$ cat config.mk
export PLATFORM = sky130hd
export DESIGN_NAME = spdif_pair_fifo_flat
export DESIGN_NICKNAME = d
export VERILOG_FILES = /design/src/rtl/spdif_pair_fifo_pkg.sv /design/src/rtl/spdif_pair_fifo_if.sv /design/src/rtl/spdif_pair_fifo_sync_fifo.sv /design/src/rtl/spdif_pair_fifo.sv /design/src/flat_wrapper.sv
export SDC_FILE = /design/constraint.sdc
export NUM_CORES = 1
export LEC_CHECK = 0
export ABC_AREA = 1
export ABC_CLOCK_PERIOD_IN_PS = 17400
export CORE_AREA = 2 2 205 207
export DETAILED_ROUTE_END_ITERATION = 10
export DIE_AREA = 0 0 207 209
export DONT_BUFFER_PORTS = 1
export MAX_ROUTING_LAYER = met4
export SYNTH_ARGS = -nofsm -noshare
export SYNTH_HDL_FRONTEND = slang
export SYNTH_SLANG_ARGS = --single-unit
$ cat constraint.sdc
create_clock -name clk -period 17.4 [get_ports clk]
set_input_delay 1.74 -clock clk [delete_from_list [all_inputs] [get_ports clk]]
set_output_delay 1.74 -clock clk [all_outputs]
set_load 0.02 [all_outputs]
$ cat src/rtl/spdif_pair_fifo_pkg.sv
// rtl/spdif_pair_fifo_pkg.sv - shared widths, pairing states and saturating increment
package spdif_pair_fifo_pkg;

  localparam int SAMPLE_W = 24;
  localparam int FRAME_W  = 48;

  typedef enum logic {
    WAIT_L = 1'b0,
    HAVE_L = 1'b1
  } pair_state_t;

  function automatic logic [31:0] sat_inc(input logic [31:0] val, input logic [31:0] max_val);
    return (val >= max_val) ? max_val : val + 32'd1;
  endfunction

endpackage

$ cat src/rtl/spdif_pair_fifo_if.sv
// rtl/spdif_pair_fifo_if.sv - receiver sample strobes in, stereo frame handshake out
interface spdif_pair_fifo_if;
  import spdif_pair_fifo_pkg::*;

  logic [SAMPLE_W-1:0] sample_i;
  logic                ack_i;
  logic                lrck_i;
  logic                locked_i;
  logic [FRAME_W-1:0]  frame_o;
  logic                valid_o;
  logic                ready_i;

  modport slave (
    input  sample_i, ack_i, lrck_i, locked_i, ready_i,
    output frame_o, valid_o
  );

  modport master (
    output sample_i, ack_i, lrck_i, locked_i, ready_i,
    input  frame_o, valid_o
  );

endinterface

$ cat src/rtl/spdif_pair_fifo_sync_fifo.sv
// rtl/spdif_pair_fifo_sync_fifo.sv - first-word fall-through synchronous FIFO
module sync_fifo #(
  parameter int WIDTH      = 48,
  parameter int DEPTH_LOG2 = 2
) (
  input  logic                  clk,
  input  logic                  rst,
  input  logic                  wr_en_i,
  input  logic [WIDTH-1:0]      wr_data_i,
  input  logic                  rd_en_i,
  output logic [WIDTH-1:0]      rd_data_o,
  output logic                  full_o,
  output logic                  empty_o,
  output logic [DEPTH_LOG2:0]   fill_o
);

  localparam int DEPTH  = 1 << DEPTH_LOG2;
  localparam int FILL_W = DEPTH_LOG2 + 1;
  localparam logic [FILL_W-1:0]     FULL_LVL = FILL_W'(DEPTH);
  localparam logic [FILL_W-1:0]     FILL_ONE = FILL_W'(1);
  localparam logic [DEPTH_LOG2-1:0] PTR_ONE  = DEPTH_LOG2'(1);

  logic [WIDTH-1:0]      mem_q [DEPTH];
  logic [DEPTH_LOG2-1:0] wr_ptr_q, rd_ptr_q;
  logic [FILL_W-1:0]     fill_q, fill_d;
  logic                  rd_fire, wr_fire;

  // A write into a full FIFO is still accepted when a pop frees a slot this cycle.
  assign rd_fire = rd_en_i & ~empty_o;
  assign wr_fire = wr_en_i & (~full_o | rd_fire);

  always_comb begin
    fill_d = fill_q;
    case ({wr_fire, rd_fire})
      2'b10:   fill_d = fill_q + FILL_ONE;
      2'b01:   fill_d = fill_q - FILL_ONE;
      default: fill_d = fill_q;
    endcase
  end

  always_ff @(posedge clk or posedge rst) begin
    if (rst) begin
      for (int i = 0; i < DEPTH; i++) mem_q[i] <= '0;
      wr_ptr_q <= '0;
      rd_ptr_q <= '0;
      fill_q   <= '0;
    end else begin
      if (wr_fire) begin
        mem_q[wr_ptr_q] <= wr_data_i;
        wr_ptr_q        <= wr_ptr_q + PTR_ONE;
      end
      if (rd_fire) rd_ptr_q <= rd_ptr_q + PTR_ONE;
      fill_q <= fill_d;
    end
  end

  assign rd_data_o = mem_q[rd_ptr_q];
  assign full_o    = (fill_q == FULL_LVL);
  assign empty_o   = (fill_q == '0);
  assign fill_o    = fill_q;

endmodule

$ cat src/rtl/spdif_pair_fifo.sv
// rtl/spdif_pair_fifo.sv - pairs left/right subframes into stereo frames and buffers them
module spdif_pair_fifo
  import spdif_pair_fifo_pkg::*;
#(
  parameter int FIFO_DEPTH_LOG2 = 2,
  parameter int PERIOD_W        = 12,
  parameter int CNT_W           = 8
) (
  input  logic                       clk,
  input  logic                       rst,
  spdif_pair_fifo_if.slave           bus,
  input  logic                       clear_i,
  output logic [CNT_W-1:0]           orphan_count_o,
  output logic [CNT_W-1:0]           drop_count_o,
  output logic [PERIOD_W-1:0]        period_o,
  output logic [FIFO_DEPTH_LOG2:0]   fill_o
);

  localparam logic [31:0] CNT_MAX    = 32'({CNT_W{1'b1}});
  localparam logic [31:0] PERIOD_MAX = 32'({PERIOD_W{1'b1}});

  pair_state_t         state_q, state_d;
  logic [SAMPLE_W-1:0] left_q, left_d;
  logic [CNT_W-1:0]    orphan_q, orphan_d, drop_q, drop_d;
  logic [PERIOD_W-1:0] pcnt_q, pcnt_d, period_q, period_d;
  logic                seen_q, seen_d;
  logic                orphan_inc, pair_wr, pop, drop, fifo_full, fifo_empty;

  always_ff @(posedge clk or posedge rst) begin
    if (rst) state_q <= WAIT_L;
    else     state_q <= state_d;
  end

  always_comb begin
    state_d    = state_q;
    left_d     = left_q;
    orphan_inc = 1'b0;
    pair_wr    = 1'b0;
    if (!bus.locked_i) begin
      state_d = WAIT_L;
      left_d  = '0;
    end else if (bus.ack_i) begin
      case (state_q)
        WAIT_L: begin
          if (bus.lrck_i) begin
            orphan_inc = 1'b1;
          end else begin
            left_d  = bus.sample_i;
            state_d = HAVE_L;
          end
        end
        HAVE_L: begin
          if (bus.lrck_i) begin
            pair_wr = 1'b1;
            state_d = WAIT_L;
          end else begin
            left_d     = bus.sample_i;
            orphan_inc = 1'b1;
          end
        end
        default: state_d = WAIT_L;
      endcase
    end
  end

  assign pop  = bus.valid_o & bus.ready_i;
  assign drop = pair_wr & fifo_full & ~pop;

  always_comb begin
    orphan_d = orphan_q;
    drop_d   = drop_q;
    if (clear_i) begin
      orphan_d = '0;
      drop_d   = '0;
    end else begin
      if (orphan_inc) orphan_d = CNT_W'(sat_inc(32'(orphan_q), CNT_MAX));
      if (drop)       drop_d   = CNT_W'(sat_inc(32'(drop_q), CNT_MAX));
    end
  end

  // The first pair after lock only starts the measurement; period needs two pairs.
  always_comb begin
    pcnt_d   = pcnt_q;
    period_d = period_q;
    seen_d   = seen_q;
    if (!bus.locked_i) begin
      pcnt_d   = '0;
      period_d = '0;
      seen_d   = 1'b0;
    end else if (pair_wr) begin
      pcnt_d = '0;
      seen_d = 1'b1;
      if (seen_q) period_d = PERIOD_W'(sat_inc(32'(pcnt_q), PERIOD_MAX));
    end else begin
      pcnt_d = PERIOD_W'(sat_inc(32'(pcnt_q), PERIOD_MAX));
    end
  end

  always_ff @(posedge clk or posedge rst) begin
    if (rst) begin
      left_q   <= '0;
      orphan_q <= '0;
      drop_q   <= '0;
      pcnt_q   <= '0;
      period_q <= '0;
      seen_q   <= 1'b0;
    end else begin
      left_q   <= left_d;
      orphan_q <= orphan_d;
      drop_q   <= drop_d;
      pcnt_q   <= pcnt_d;
      period_q <= period_d;
      seen_q   <= seen_d;
    end
  end

  sync_fifo #(
    .WIDTH      (FRAME_W),
    .DEPTH_LOG2 (FIFO_DEPTH_LOG2)
  ) u_fifo (
    .clk       (clk),
    .rst       (rst),
    .wr_en_i   (pair_wr),
    .wr_data_i ({left_q, bus.sample_i}),
    .rd_en_i   (pop),
    .rd_data_o (bus.frame_o),
    .full_o    (fifo_full),
    .empty_o   (fifo_empty),
    .fill_o    (fill_o)
  );

  assign bus.valid_o    = ~fifo_empty;
  assign orphan_count_o = orphan_q;
  assign drop_count_o   = drop_q;
  assign period_o       = period_q;

endmodule

$ cat src/flat_wrapper.sv
// flat-port wrapper written by rule: the top's interface ports become plain ports
module spdif_pair_fifo_flat import spdif_pair_fifo_pkg::*;
#(
  parameter int FIFO_DEPTH_LOG2 = 2,
  parameter int PERIOD_W        = 12,
  parameter int CNT_W           = 8
)
  (clk, rst, clear_i, orphan_count_o, drop_count_o, period_o, fill_o, bus_sample_i, bus_ack_i, bus_lrck_i, bus_locked_i, bus_ready_i, bus_frame_o, bus_valid_o);
  spdif_pair_fifo_if bus_i ();
  input  logic clk;
  input  logic rst;
  input  logic clear_i;
  output logic [CNT_W-1:0] orphan_count_o;
  output logic [CNT_W-1:0] drop_count_o;
  output logic [PERIOD_W-1:0] period_o;
  output logic [FIFO_DEPTH_LOG2:0] fill_o;
  input wire logic [$bits(bus_i.sample_i)-1:0] bus_sample_i;
  input wire logic [$bits(bus_i.ack_i)-1:0] bus_ack_i;
  input wire logic [$bits(bus_i.lrck_i)-1:0] bus_lrck_i;
  input wire logic [$bits(bus_i.locked_i)-1:0] bus_locked_i;
  input wire logic [$bits(bus_i.ready_i)-1:0] bus_ready_i;
  output wire logic [$bits(bus_i.frame_o)-1:0] bus_frame_o;
  output wire logic [$bits(bus_i.valid_o)-1:0] bus_valid_o;
  assign bus_i.sample_i = bus_sample_i;
  assign bus_i.ack_i = bus_ack_i;
  assign bus_i.lrck_i = bus_lrck_i;
  assign bus_i.locked_i = bus_locked_i;
  assign bus_i.ready_i = bus_ready_i;
  assign bus_frame_o = bus_i.frame_o;
  assign bus_valid_o = bus_i.valid_o;
  spdif_pair_fifo #(.FIFO_DEPTH_LOG2(FIFO_DEPTH_LOG2), .PERIOD_W(PERIOD_W), .CNT_W(CNT_W)) u_core (.clk(clk), .rst(rst), .bus(bus_i), .clear_i(clear_i), .orphan_count_o(orphan_count_o), .drop_count_o(drop_count_o), .period_o(period_o), .fill_o(fill_o));
endmodule
# [After elaboration in Yosys (flattened, before gate mapping)]
# Index checks and enable logic that the tools add are counted.
[word_totals] regBits=265 in_bits=31 word_cells=87
[op_classes] addsub=7 order_cmp=6 n_eq_ne=7 n_mux=34 n_bitwise=12 n_reduce_logical=7
[op_table] operator="$bwmux W192" count=1
[op_table] operator="$mux W48" count=3
[op_table] operator="$bmux W48 S2" count=1
[op_table] operator="$demux W48 S2" count=1
[op_table] operator="$mux W12" count=6
[op_table] operator="$mux W24" count=3
[op_table] operator="$mux W8" count=6
[op_table] operator="$add A8 B1 Y8 const B" count=2
[op_table] operator="$ge A8 B8 Y1 const B" count=2
[op_table] operator="$add A12 B1 Y12 const B" count=1
[op_table] operator="$ge A12 B12 Y1 const B" count=1
[op_table] operator="$mux W1" count=11
[op_table] operator="$ge A3 B3 Y1 const B" count=2
[op_table] operator="$not A2 Y3" count=2
[op_table] operator="$pmux W3 S2" count=1
[op_table] operator="$reduce_bool A2 Y1" count=3
[op_table] operator="$and A1 B1 Y1" count=5
[op_table] operator="$add A2 B1 Y2 const B" count=2
[op_table] operator="$ne A2 B1 Y1 const B" count=2
[op_table] operator="$ne A2 B2 Y1 const B" count=2
[op_table] operator="$not A1 Y1" count=4
[op_table] operator="$reduce_and A2 Y1" count=2
[op_table] operator="$add A3 B1 Y3 const B" count=1
[op_table] operator="$eq A3 B3 Y1 const B" count=1
[op_table] operator="other kinds (8)" count=8

# [Longest topological paths before layout]
[depth] depth_word=8 depth_mapped=12

# [By module]
# A second synthesis with hierarchy kept.
[unflattened] hier_cells=1387 area_unflattened_um2=11926.4
[modules_own_cells] module="sync_fifo" n_inst=1 cells_per_inst=991 area_per_inst_um2=8720.9
[modules_own_cells] module="spdif_pair_fifo" n_inst=1 cells_per_inst=396 area_per_inst_um2=3205.6

# [Worst setup path after synthesis]
# Ideal clock, no wire load.
[synth_path] path_kind="input port to flip-flop" start="input bus_lrck_i" end="register u_core.u_fifo.fill_q[2] (netlist: u_core.u_fifo.fill_o[2])" setup_ns=0.131 arrival_time_ns=3.443 path_slack_ns=13.827 stages=12 path_buffers=2 path_cell_list="ha_1 -> nand2_2 -> nor2_2 -> nand2_1 -> buf_6 -> buf_2 -> ha_1 -> inv_1 -> fa_1 -> a21oi_1 -> o21ai_0 -> xor2_1"
[synth_via] elab_chain_cells=7
[synth_rtl] element="start: declaration" line="flat_wrapper.sv:19" source="input wire logic [$bits(bus_i.lrck_i)-1:0] bus_lrck_i;"
[synth_rtl] element="$mux W1 *" line="spdif_pair_fifo.sv:53" source="if (bus.lrck_i) begin"
[synth_rtl] element="$mux W1 *" line="spdif_pair_fifo.sv:43" source="case (state_q)"
[synth_rtl] element="$mux W1 *" line="spdif_pair_fifo.sv:42" source="end else if (bus.ack_i) begin"
[synth_rtl] element="$mux W1 *" line="spdif_pair_fifo.sv:39" source="if (!bus.locked_i) begin"
[synth_rtl] element="$and A1 B1 Y1 *" line="spdif_pair_fifo_sync_fifo.sv:30" source="assign wr_fire = wr_en_i & (~full_o | rd_fire);"
[synth_rtl] element="$eq A2 B1 Y1 or $eq A2 B2 Y1 (tied branches)" line="spdif_pair_fifo_sync_fifo.sv:34" source="case ({wr_fire, rd_fire})"
[synth_rtl] element="$pmux W3 S2 or $reduce_bool A2 Y1 (tied branches)"
[synth_rtl] element="end signal: assignment" line="spdif_pair_fifo_sync_fifo.sv:53" source="fill_q <= fill_d;"
[synth_rtl] element="end: declaration" line="spdif_pair_fifo_sync_fifo.sv:25" source="logic [FILL_W-1:0] fill_q, fill_d;"
# Every way passes the cells marked *; elsewhere a longest branch is shown, timed or not.
# A chain may end at the register's enable or synchronous reset.

# [Worst setup path in the final report]
[layout_path] start="register u_core.u_fifo.rd_ptr_q[1]" end="output bus_frame_o[3]"
[layout_via] elab_chain_cells=4
[layout_rtl] element="start: declaration" line="spdif_pair_fifo_sync_fifo.sv:24" source="logic [DEPTH_LOG2-1:0] wr_ptr_q, rd_ptr_q;"
[layout_rtl] element="start signal: assignment" line="spdif_pair_fifo_sync_fifo.sv:52" source="if (rd_fire) rd_ptr_q <= rd_ptr_q + PTR_ONE;"
[layout_rtl] element="$not A2 Y3 (implied by the code)" line="spdif_pair_fifo_sync_fifo.sv:57" source="assign rd_data_o = mem_q[rd_ptr_q];"
[layout_rtl] element="$bmux W48 S2" line="spdif_pair_fifo_sync_fifo.sv:57"
[layout_rtl] element="$mux W48 (implied by the code) (2 in series)" line="spdif_pair_fifo_sync_fifo.sv:57"
[layout_rtl] element="end: declaration" line="flat_wrapper.sv:22" source="output wire logic [$bits(bus_i.frame_o)-1:0] bus_frame_o;"
# Every way passes these cells. The select of a mux whose other input is x is not followed.

==> results.sh <==
export IMPL_cts_buffer_depth=3
export IMPL_coreArea_um2=41300
export IMPL_final_min_clock_period_ns=4.93
export IMPL_min_to="u_core.u_fifo.mem_q[83]"
export IMPL_row_count=75
export IMPL_synth_edff_count=0
export IMPL_dpl_hpwl_um=21200
export IMPL_grt_ovfl_total=0
export IMPL_switching_share_pct=37.7
export IMPL_min_from="u_core.left_q[11]"
export IMPL_required_ns=15.66
export IMPL_yosysSeqAreaShare_pct=54.2
export IMPL_cts_tree="yes"
export IMPL_port_buffers=0
export IMPL_postCtsHoldBufs=0
export IMPL_finalSetupViolCount=0
export IMPL_pwr_share_comb_pct=30.1
export IMPL_die_x_um=207
export IMPL_synthDistinctLibCells=30
export IMPL_ioPinCount=111
export IMPL_cp_slowest_stage_delay_ns=0.84
export IMPL_regToRegSetupSlack_ns=14.55
export IMPL_min_path_type="reg2reg"
export IMPL_path_cells="inv_2 -> buf_4 -> o21ai_0 -> o21ai_0"
export IMPL_post_route_period_util_pct=28.4
export IMPL_multiInputGateArea_um2=4690
export IMPL_worst_setup_path_end_kind="output port"
export IMPL_htree_levels=1
export IMPL_critical_path_class="reg2out"
export IMPL_antenna_found_initial=0
export IMPL_cpMostUsedCell="o21ai_0"
export IMPL_power_density_cell_area_nw_per_um2=160
export IMPL_synth_most_common_cell="nand2_1"
export IMPL_drtPass1Iterations=5
export IMPL_cp_slowest_cell="o21ai_0"
export IMPL_p_leak_nw=6.41
export IMPL_grt_pass1_wl_um=52800
export IMPL_viasPerCell=4.80
export IMPL_maxSlewViolCount=0
export IMPL_nets=1444
export IMPL_relSlewSlack_pct=29.6
export IMPL_cts_resized=0
export IMPL_power_share_sequential_pct=38.8
export IMPL_outcome="finished clean"
export IMPL_synth_area_um2=12200
export IMPL_synthCells=1449
export IMPL_area_delta_synth_final_pct=11.3
export IMPL_diodes=0
export IMPL_cts_setup_buffers=0
export IMPL_start_kind="flop"
export IMPL_internal_power_mw=1.36
export IMPL_rsz0062_at_grt="no"
export IMPL_async_flop_share_pct=100
export IMPL_first_iter_violations=629
export IMPL_reg2regPathDepth=8
export IMPL_fillers=4307
export IMPL_synthTopCellsByCount="372 x nand2_1, 297 x o21ai_0, 265 x dfrtp_1"
export IMPL_insertion_delay_ns=0.57
export IMPL_seqCellArea_um2=6630
export IMPL_hold_slack_ns=0.481
export IMPL_hold_viol=0
export IMPL_synth_top_area_share_pct=54.2
export IMPL_synth_top_cells_by_area="dfrtp_1 54%, o21ai_0 12%, nand2_1 11%"
export IMPL_yosysWarningCount=0
export IMPL_cts_buffers=29
export IMPL_die_height_um=209
export IMPL_whs_path_depth=2
export IMPL_ant_nets=0
export IMPL_cts_root_buf="clkbuf_16"
export IMPL_power_share_clock_pct=31.1
export IMPL_drive_gt1_share_pct=5.19
export IMPL_place_gp_congestion=0.767
export IMPL_worst_slew_pin_slew_ns=1.06
export IMPL_grt_max_degree=122
export IMPL_fin_setup_tns_ns=0
export IMPL_ir_worst_vdd_mv=0.0895
export IMPL_finalClockSkew_ns=0.0136
export IMPL_clk_pin_slew_ns=0.06
export IMPL_cts_sinks=265
export IMPL_ys_ff_latch=265
export IMPL_grtUsageTotal_pct=15.6
export IMPL_crit_path_max_fanout=63
export IMPL_remaining_drc_errors=0
export IMPL_dieArea_um2=43300
export IMPL_fmax_mhz=203
export IMPL_postSynthAreaPerCell_um2=8.44
export IMPL_max_cap_viol_count=0
export IMPL_start_util_pct=29.6
export IMPL_wl_per_cell_um=16.6
export IMPL_cp_arrival_ns=3.19
export IMPL_synth_ff_type="dfrtp_1"
export IMPL_via_count=9436
export IMPL_synth_top_area_cell="dfrtp_1"
export IMPL_p_switching_mw=0.819
export IMPL_r2r_end="u_core.u_fifo.mem_q[176]"
export IMPL_rr_startpoint="u_core.u_fifo.fill_o[0]"
export IMPL_wl_um=32600
export IMPL_synth_nets=1490
export IMPL_grt_pass1_vias=9360
[worst max-delay path, delay by kind of cell (launching register included)]
kind,cells,cell delay [ns]
buffers and inverters,2,1.08
AOI/OAI and AO/OA,2,1.02
DFF,1,0.44
[placed cells by master, fill, tap and decap left out, drive strengths merged]
| master | count |
|---|---|
| ha | 9 |
| clkbuf | 42 |
| xor2 | 6 |
| nand3 | 46 |
| a31oi | 1 |
| clkinv | 4 |
| nor3 | 2 |
| nand4 | 5 |
| fa | 1 |
| clkinvlp | 1 |
| dfrtp | 265 |
| inv | 123 |
| nand2 | 373 |
| o21a | 81 |
| buf | 12 |
| nor2 | 79 |
| o21bai | 1 |
| nand3b | 3 |
| o21ai | 301 |
| and3 | 1 |
| bufinv | 5 |
| a21oi | 55 |
| o22ai | 6 |
| xnor2 | 3 |
[worst max path at each step]
stage                              start                         to  slack (ns)  cells past startpoint
6_report       u_core.u_fifo.rd_ptr_q[1]             bus_frame_o[3]       12.47                      4
4_1_cts        u_core.u_fifo.rd_ptr_q[0]            bus_frame_o[34]       12.41                      4
3_5_place_dp                         rst  u_core.u_fifo.rd_ptr_q[0]       13.00                      3
5_1_grt        u_core.u_fifo.rd_ptr_q[1]             bus_frame_o[2]       12.26                      4
2_1_floorplan                        rst     u_core.drop_count_o[0]        8.36                      1
3_3_place_gp                         rst  u_core.u_fifo.rd_ptr_q[0]       13.00                      3
[stage by stage]
| step | cells | utilization, % | power (mW) | setup slack (ns) | instance area [um^2] |
|---|---|---|---|---|---|
| after CTS | 1964 | 33.0 | 2.21 | 12.41 | 13600 |
| after global routing | 1964 | 33.0 | 2.32 | 12.26 | 13600 |
| after global placement | 1911 | 30.4 | 1.51 | 13.00 | 12600 |
| after floorplan | 1449 | - | 1.34 | 8.36 | 12200 |
| after detailed placement | 1911 | 30.4 | 1.53 | 13.00 | 12600 |
| final | 1964 | 33.0 | 2.17 | 12.47 | 13600 |
[power by group through the flow]
stage	clock, mW	combinational [mW]	sequential, mW
detailed placement	0	0.672	0.855
global placement	0	0.661	0.851
floorplan	0	0.509	0.834
CTS	0.694	0.674	0.844
finish	0.676	0.654	0.845
global route	0.716	0.742	0.862
[cells by family (layout without fill, tap and decap cells)]
| kind of cell | count (synthesis) | count (layout) | synth area share [%] |
|---|---|---|---|
| and+or+nand+nor | 509 | 509 | 16.6 |
| xor gates and xnor gates | 9 | 9 | 0.644 |
| AOI/OAI and AO/OA | 445 | 445 | 20.0 |
| DFF | 265 | 265 | 54.2 |
| buffers and inverters | 211 | 187 | 7.56 |
| adders and majority gates | 10 | 10 | 1.08 |
[final cells by class]
| class | count | share of cell area, % |
|---|---|---|
| Timing Repair Buffer | 12 | 0.662 |
| Multi-Input combinational cell | 973 | 34.5 |
| Sequential cell | 265 | 48.7 |
| Clock inverter | 11 | 1.48 |
| Clock buffer | 42 | 6.28 |
| Tap cell | 539 | 4.95 |
| Inverter | 122 | 3.43 |
[state kept, by name, indices dropped and copies added, names as in the netlist]
signal and cells:
u_core.u_fifo.fill_o 3, u_core.u_fifo.rd_ptr_q 2, u_core.orphan_count_o 8, u_core.left_q 24, u_core.u_fifo.mem_q 192, u_core.pcnt_q 12, u_core.u_fifo.wr_ptr_q 2, u_core.period_o 12
u_core.drop_count_o 8, u_core.seen_q 1, u_core.state_q 1
[metal layers]
layer  vias to the layer above  routed length [um]  global-route usage [%]
met5                         -                   0                       -
met2                       218               15300                    24.6
met3                        35                2640                    4.61
met4                         0                 498                    3.03
li1                       4633                   -                       -
met1                      4550               14200                    19.9
Power figures use the tool's default switching activity.
